<file path="src/rtl/rx_frame_sync.sv">
`timescale 1ns/1ps
// Byte-stream frame synchronizer: finds the sync word at any bit offset and either polarity,
// re-aligns and de-inverts the bytes that follow, and emits the length-prefixed payload with out_last.
module rx_frame_sync #(
  parameter logic [31:0] SYNC_WORD  = 32'h1ACFFC1D,
  parameter int          SYNC_WIDTH = 32
) (
  input  logic        clk,
  input  logic        rst,
  input  logic        in_valid,
  output logic        in_ready,
  input  logic [7:0]  in_data,
  output logic        out_valid,
  input  logic        out_ready,
  output logic [7:0]  out_data,
  output logic        out_last,
  output logic        locked,
  output logic        inverted,
  output logic [15:0] frame_cnt,
  output logic [15:0] err_cnt
);

  localparam int SW = SYNC_WIDTH + 7;
  localparam logic [SYNC_WIDTH-1:0] SYNC = SYNC_WORD[SYNC_WIDTH-1:0];

  typedef enum logic [1:0] {SEARCH, HEADER, PAYLOAD} state_t;

  state_t          state_q, state_d;
  logic [SW-1:0]   s_q, s_d;
  logic [2:0]      k_q, k_d;
  logic            inv_q, inv_d;
  logic [7:0]      cnt_q, cnt_d;
  logic            out_valid_q, out_valid_d;
  logic [7:0]      out_data_q, out_data_d;
  logic            out_last_q, out_last_d;
  logic [15:0]     frame_cnt_q, frame_cnt_d;
  logic [15:0]     err_cnt_q, err_cnt_d;

  logic            accept;
  logic [SW-1:0]   s_new;
  logic [7:0]      aligned;
  logic            hit;
  logic [2:0]      hit_k;
  logic            hit_inv;

  assign in_ready = (state_q == PAYLOAD) ? (!out_valid_q || out_ready) : 1'b1;

  always_comb begin
    accept  = in_valid && in_ready;
    s_new   = {s_q[SYNC_WIDTH-2:0], in_data};
    aligned = s_new[k_q +: 8] ^ {8{inv_q}};

    // Lowest offset wins; at a given offset the true polarity is tested first.
    hit     = 1'b0;
    hit_k   = 3'd0;
    hit_inv = 1'b0;
    for (int k = 0; k < 8; k++) begin
      if (!hit) begin
        if (s_new[k +: SYNC_WIDTH] == SYNC) begin
          hit     = 1'b1;
          hit_k   = 3'(k);
          hit_inv = 1'b0;
        end else if (s_new[k +: SYNC_WIDTH] == ~SYNC) begin
          hit     = 1'b1;
          hit_k   = 3'(k);
          hit_inv = 1'b1;
        end
      end
    end

    state_d     = state_q;
    s_d         = s_q;
    k_d         = k_q;
    inv_d       = inv_q;
    cnt_d       = cnt_q;
    out_valid_d = out_valid_q;
    out_data_d  = out_data_q;
    out_last_d  = out_last_q;
    frame_cnt_d = frame_cnt_q;
    err_cnt_d   = err_cnt_q;

    if (out_valid_q && out_ready) begin
      out_valid_d = 1'b0;
    end

    if (accept) begin
      s_d = s_new;
      case (state_q)
        SEARCH: begin
          if (hit) begin
            k_d     = hit_k;
            inv_d   = hit_inv;
            state_d = HEADER;
          end
        end
        HEADER: begin
          if (aligned == 8'd0) begin
            err_cnt_d = err_cnt_q + 16'd1;
            state_d   = SEARCH;
          end else begin
            cnt_d   = aligned;
            state_d = PAYLOAD;
          end
        end
        PAYLOAD: begin
          out_valid_d = 1'b1;
          out_data_d  = aligned;
          out_last_d  = (cnt_q == 8'd1);
          cnt_d       = cnt_q - 8'd1;
          if (cnt_q == 8'd1) begin
            frame_cnt_d = frame_cnt_q + 16'd1;
            state_d     = SEARCH;
          end
        end
        default: state_d = SEARCH;
      endcase
    end
  end

  always_ff @(posedge clk) begin
    if (rst) begin
      state_q     <= SEARCH;
      s_q         <= '0;
      k_q         <= 3'd0;
      inv_q       <= 1'b0;
      cnt_q       <= 8'd0;
      out_valid_q <= 1'b0;
      out_data_q  <= 8'd0;
      out_last_q  <= 1'b0;
      frame_cnt_q <= 16'd0;
      err_cnt_q   <= 16'd0;
    end else begin
      state_q     <= state_d;
      s_q         <= s_d;
      k_q         <= k_d;
      inv_q       <= inv_d;
      cnt_q       <= cnt_d;
      out_valid_q <= out_valid_d;
      out_data_q  <= out_data_d;
      out_last_q  <= out_last_d;
      frame_cnt_q <= frame_cnt_d;
      err_cnt_q   <= err_cnt_d;
    end
  end

  assign out_valid = out_valid_q;
  assign out_data  = out_data_q;
  assign out_last  = out_last_q;
  assign locked    = (state_q != SEARCH);
  assign inverted  = inv_q;
  assign frame_cnt = frame_cnt_q;
  assign err_cnt   = err_cnt_q;

endmodule

</file>
<file path="config.mk">
export PLATFORM = sky130hd
export DESIGN_NAME = rx_frame_sync
export DESIGN_NICKNAME = d
export VERILOG_FILES = /design/src/rtl/rx_frame_sync.sv
export SDC_FILE = /design/constraint.sdc
export NUM_CORES = 1
export LEC_CHECK = 0
export ABC_CLOCK_PERIOD_IN_PS = 2940
export CAP_MARGIN = 0
export CORE_ASPECT_RATIO = 2
export CORE_UTILIZATION = 57
export CTS_CLUSTER_DIAMETER = 120
export DETAILED_ROUTE_END_ITERATION = 6
export GPL_TIMING_DRIVEN = 0
export PLACE_DENSITY = 0.89
export SLEW_MARGIN = 20
export SYNTH_ARGS = -nofsm -noshare
export SYNTH_HDL_FRONTEND = slang
export SYNTH_SLANG_ARGS = --single-unit
export TNS_END_PERCENT = 1
</file>
<file path="constraint.sdc">
create_clock -name clk -period 2.94 [get_ports clk]
set_clock_uncertainty 0.2 [all_clocks]
set_input_delay 0.441 -clock clk [delete_from_list [all_inputs] [get_ports clk]]
set_output_delay 0.441 -clock clk [all_outputs]
set_load 0.03 [all_outputs]
</file>
### Word-level counts from Yosys, hierarchy flattened

Cells that the tools add are included.

| word-level totals | value |
|---|---|
| bits in registers | 87 |
| input bits | 12 |
| output and inout port bits | 45 |

| cells by class | value |
|---|---|
| add/subtract/negate cells | 3 |
| equality and inequality tests | 22 |
| shift operators | 1 |
| multiplexer cells | 76 |
| bitwise gates (word level) | 1 |
| reductions and logical operators | 14 |

Operators by type and width:

| kind | count |
|---|---|
| $eq A32 B29 Y1 const B | 8 |
| $eq A32 B32 Y1 const B | 8 |
| $mux W3 | 18 |
| $mux W1 | 52 |
| $shiftx A39 B4 Y8 | 1 |
| $add A16 B1 Y16 const B | 2 |
| $pmux W8 S2 | 1 |
| $reduce_and A3 Y1 | 5 |
| $eq A8 B1 Y1 const B | 1 |
| $logic_not A8 Y1 | 1 |
| $mux W8 | 1 |
| $sub A8 B1 Y8 const B | 1 |
| $xor A8 B8 Y8 | 1 |
| $mux W2 | 3 |
| $pmux W2 S3 | 1 |
| $ne A2 B2 Y1 const B | 2 |
| $reduce_bool A2 Y1 | 2 |
| $eq A2 B1 Y1 const B | 1 |
| $eq A2 B2 Y1 const B | 1 |
| $logic_and A1 B1 Y1 | 2 |
| $logic_not A2 Y1 | 1 |
| $ne A2 B1 Y1 const B | 1 |
| $reduce_and A2 Y1 | 1 |
| $logic_not A1 Y1 | 1 |
| $logic_or A1 B1 Y1 | 1 |

### Logic depth before layout (Yosys ltp)

| depth | value |
|---|---|
| depth in word-level cells | 24 |
| depth in mapped cells | 10 |
| depth with buffers taken out | 8 |

### Worst setup path before layout

No wires, ideal clock.

| timing | value |
|---|---|
| kind | in2reg |
| start point | input in_data[6] |
| end point | register err_cnt_q[10] (netlist: err_cnt[10]) |
| library setup time | 0.123 ns |
| arrival | 2.354 ns |
| required time | 2.617 ns |
| slack | 0.263 ns |
| stages | 8 |
| path through | clkbuf_1 > mux2i_1 > mux4_2 > xor2_2 > o21ai_2 > nor3_4 > nand4_1 > mux2_1 |

| between the ends | value |
|---|---|
| word-level cells in the longest chain between the ends | 4 |

RTL lines:

| what | line | source |
|---|---|---|
| from (decl) | 12 | `input logic [7:0] in_data,` |
| $shiftx A39 B4 Y8 | 51 | `aligned = s_new[k_q +: 8] ^ {8{inv_q}};` |
| $xor A8 B8 Y8 | 51 |  |
| $logic_not A8 Y1 | 97 | `if (aligned == 8'd0) begin` |
| $reduce_and A3 Y1 (no source line) | n/a |  |
| to (signal assigned) | 142 | `err_cnt_q <= err_cnt_d;` |
| to (decl) | 37 | `logic [15:0] err_cnt_q, err_cnt_d;` |

Every way passes these cells.
A chain may end at the register's enable or synchronous reset.

### Worst setup path after layout

| timing | value |
|---|---|
| start point | register s_q[8] |
| end point | register k_q[0] |

| between the ends | value |
|---|---|
| word-level cells in the longest chain between the ends | 22 |

RTL lines:

| what | line | source |
|---|---|---|
| from (decl) | 29 | `logic [SW-1:0] s_q, s_d;` |
| from (signal assigned) | 123 | `s_q <= '0;` |
| from (signal assigned) | 134 | `s_q <= s_d;` |
| $eq A32 B32 Y1 | 63 | `end else if (s_new[k +: SYNC_WIDTH] == ~SYNC) begin` |
| $mux W1 | 63 |  |
| $mux W1 | 59 | `if (s_new[k +: SYNC_WIDTH] == SYNC) begin` |
| $mux W1 | 58 | `if (!hit) begin` |
| $mux W3 | 63 |  |
| $mux W3 | 59 |  |
| $mux W3 | 58 |  |
| $mux W3 | 63 |  |
| [6 not listed] | n/a |  |
| $mux W3 | 59 |  |
| $mux W3 | 58 |  |
| $mux W3 | 63 |  |
| $mux W3 | 59 |  |
| $mux W3 | 58 |  |
| $mux W3 | 63 |  |
| $mux W3 | 59 |  |
| $mux W3 | 58 |  |
| to (signal assigned) | 135 | `k_q <= k_d;` |
| to (decl) | 30 | `logic [2:0] k_q, k_d;` |

Parallel ways exist; a longest one is shown, timed or not.

==> reports/qor.csv <==
stage;metric;value;unit
status;status;completed;
floorplanning;num_rows;49;
clock_tree;postCtsSetupRepairBufs;0;
detailed_routing;wl_met3;1.12;mm
sta;finalHoldViolCount;0;
clock_tree;cts_tree;yes;
synth;synthCells;674;
final_layout;seq_area;1750;um2
critical_path;cp_max_fo;10;
final_layout;antenna_cells;0;
critical_path;r2r_start;s_q[8]$_SDFFE_PP0P_;
synth;synth_top_area_cell;dfxtp_1;
sta;max_slew_margin;0.366;
grt;grt_pass1_wl;29.7;mm
detailed_routing;m1WireLength;5.94;mm
power_and_ir_drop;switching_share;0.274;
detailed_routing;ant_nets;0;
grt;antenna_found_initial;0;
final_layout;multi_input_area;3350;um2
sta;finalMaxSlewViolations;0;
critical_path;worst_r2r_endpoint;k_q[0]$_SDFFE_PP0P_;
critical_path;critical_path_arrival;2930;ps
detailed_routing;top_layer;met4;
power_and_ir_drop;power_frac_seq;0.475;
clock_tree;hold_buffers;0;
critical_path;critPathLaunch;s_q[8]$_SDFFE_PP0P_;
critical_path;endpoint_kind;register;
power_and_ir_drop;power_leakage;2.12;nW
sta;setup_violations;0;
grt;grt_max_degree;19;
clock_tree;cts_buffer_depth;2;
power_and_ir_drop;clkPwrFrac;0.448;
clock_tree;cts.sinks;87;
detailed_routing;wl_per_cell;22.5;um
detailed_routing;routed_wl;18.9;mm
detailed_routing;vias;5704;
synth;yosysWarnings;0;
synth;synth_ff_type;dfxtp_1;
grt;grt_use_total;0.394;
place;gp_congestion;1.05;
synth;yosysUniqueCellTypes;70;
synth;syn_avg_cell_area;7.87;um2
power_and_ir_drop;p_sw;0.700;mW
place;dp_cells;828;
critical_path;startpoint_type;register;
final_layout;final_layout_size_suffix_gt1_frac;0.120;
place;place_ws;-634;ps
final_layout;design_area;6360;um2
grt;grt_remaining_overflow;0;
floorplanning;initial_core_util;0.588;
floorplanning;dieWidth;70.2;um
floorplanning;dieHeight;138;um
final_layout;num-fill-cells;704;
clock_tree;root_buffer;clkbuf_16;
clock_tree;htreeDepth;3;
critical_path;required;2960;ps
synth;synthTopCellsByCount;90 x nand2_1, 87 x dfxtp_1, 64 x nor2_1, 60 x a21oi_1, 37 x nand4_1;
synth;synth_edf_count;0;
final_layout;stdcell_count;842;
clock_tree;clk_latency;350;ps
detailed_routing;first_pass_iters;5;
critical_path;critPathKind;register to register;
clock_tree;cts_resized;11;
synth;ys_seq_area_frac;0.328;
detailed_routing;drc;0;
synth;yosysMostFrequentCell;nand2_1;
floorplanning;fp.coreArea;9010;um2
power_and_ir_drop;max-vdd-ir-drop;600;uV
sta;rsz0062_at_grt;true;
sta;holdWs;289;ps
detailed_routing;vias_per_cell;6.77;
synth;synthArstFlopShare;0;
sta;tightest_slew;951;ps
synth;yosys_register_bits;87;
synth;synth_fp_nets;690;
sta;max_freq;0.343;GHz
detailed_routing;drt_iter0_drc;491;
power_and_ir_drop;internal-power;1.85;mW
detailed_routing;routed-wl-met2;10.3;mm
grt;grt_pass1_vias;5727;
place;dpl_cell_area;5950;um2
clock_tree;cts_made_buffers;9;
floorplanning;die_area;9720;um2
place;io_buffers;52;
worst_hold_path;hold_path.class;input port to register;
synth;synth_top_cells_by_area;dfxtp_1 33%, nand2_1 6.4%, a21oi_1 5.7%;
synth;syn_area;5300;um2
clock_tree;cts.clk_slew.worst_paths;60;ps
critical_path;endpoint;k_q[0]$_SDFFE_PP0P_;
power_and_ir_drop;powerDensity;401;nW/um2
sta;fin_ws;27.5;ps
critical_path;r2r_slack;30;ps
sta;min_period_over_period;0.991;
synth;yosysTopAreaCellShare;0.328;
power_and_ir_drop;comb_power_share;0.077;
sta;period_needed;2910;ps
final_layout;syn2layout_area_growth;19.9;%
place;dp_hpwl;14.2;mm
critical_path;reg2reg_depth;8;
flow_run;max-cap-violations;0;
final_layout;final_nets;751;
floorplanning;pin_count;57;
==> worst min-delay path by stage <==
stage | depth (start not counted) | endpoint | start
6_report | 3 | s_q[7]$_SDFFE_PP0P_ | in_data[7]
5_1_grt | 3 | s_q[7]$_SDFFE_PP0P_ | in_data[7]
4_1_cts | 3 | s_q[7]$_SDFFE_PP0P_ | in_data[7]
3_5_place_dp | 2 | out_data[0]$_SDFFE_PP0P_ | out_data[0]$_SDFFE_PP0P_
3_3_place_gp | 2 | out_data[0]$_SDFFE_PP0P_ | out_data[0]$_SDFFE_PP0P_
2_1_floorplan | 2 | cnt_q[5]$_SDFFE_PP0P_ | cnt_q[5]$_SDFFE_PP0P_
==> routing by layer <==
layer	vias up	global-route usage
met1	2700	0.350
met4	0	0.283
met2	305	0.748
met3	120	0.0853
li1	2579	-
met5	-	0
==> state kept, by name, indices dropped and copies added, names as in the netlist <==
signal and cells:
s_q 31, err_cnt 16, frame_cnt 16, cnt_q 8, out_data 8, k_q 3, state_q 2, inverted 1
out_last 1, out_valid 1
==> logic make-up (layout without fill, tap and decap cells) <==
kind of cell | count (synthesis) | count (layout) | share of synthesized area
AO/OA/AOI/OAI | 124 | 124 | 0.153
adder cells (fa/ha/maj) | 4 | 4 | 0.00944
AND/OR/NAND/NOR | 344 | 344 | 0.356
flip-flops | 87 | 87 | 0.328
buffers and inverters | 70 | 136 | 0.0599
XOR/XNOR | 16 | 16 | 0.0278
multiplexers | 29 | 29 | 0.0651
==> layout make-up <==
class,instances,share of cell area
flip-flops and latches,87,0.274
repair buffers,52,0.0811
clock buffers,9,0.0354
plain buffers,51,0.0401
clock inverters,7,0.0112
well taps,102,0.0201
inverters,17,0.0100
multi-input cells,517,0.528
==> layout by cell type (no fill, tap or decap), types with 5 or more instances in the layout <==
master and instances:
nor2b_1 17, xor2_1 10, inv_1 17, nand2_1 90, dfxtp_1 84, nor3_1 17
nor3b_1 5, and2_1 5, a31o_2 9, xnor2_1 5, nor4b_1 5, clkdlybuf4s50_1 51
o22ai_1 5, nand3_1 18, nand4b_1 6, nand4_1 37, o21ai_0 10, or3_1 8
and3_1 7, buf_2 11, nand2b_1 7, nor4bb_1 6, a31oi_1 6, buf_1 6
clkbuf_16 9, mux2i_1 18, clkbuf_1 24, a21oi_1 60, nor4_2 9, and4_1 5
o32ai_1 7, nor4_1 10, nor2_1 63
==> worst max-delay path, cell delays in order, from the launching register on <==
cell       delay, ps
dfxtp_1          310
clkbuf_1         280
nor4b_2          500
nand4_1          200
nor4_2           510
a2111oi_2        130
a41oi_4          350
mux2i_1          240
nor2_1            60
==> power groups by stage <==
stage,Clock [mW],Combinational [mW],Sequential (mW)
3_5_place_dp,0,0.190,1.23
6_report,1.14,0.197,1.21
3_3_place_gp,0,0.186,1.23
5_1_grt,1.19,0.209,1.21
4_1_cts,1.15,0.191,1.21
2_1_floorplan,0,0.123,1.22
==> stage by stage <==
stage | TNS (ps) | utilization | power [mW]
after floorplan | 0 | - | 1.35
after global placement | -14330 | 0.660 | 1.42
after global routing | -40.6 | 0.706 | 2.61
final | 0 | 0.706 | 2.55
after CTS | 0 | 0.698 | 2.54
after detailed placement | -15700 | 0.660 | 1.42
Power figures use the tool's default switching activity.
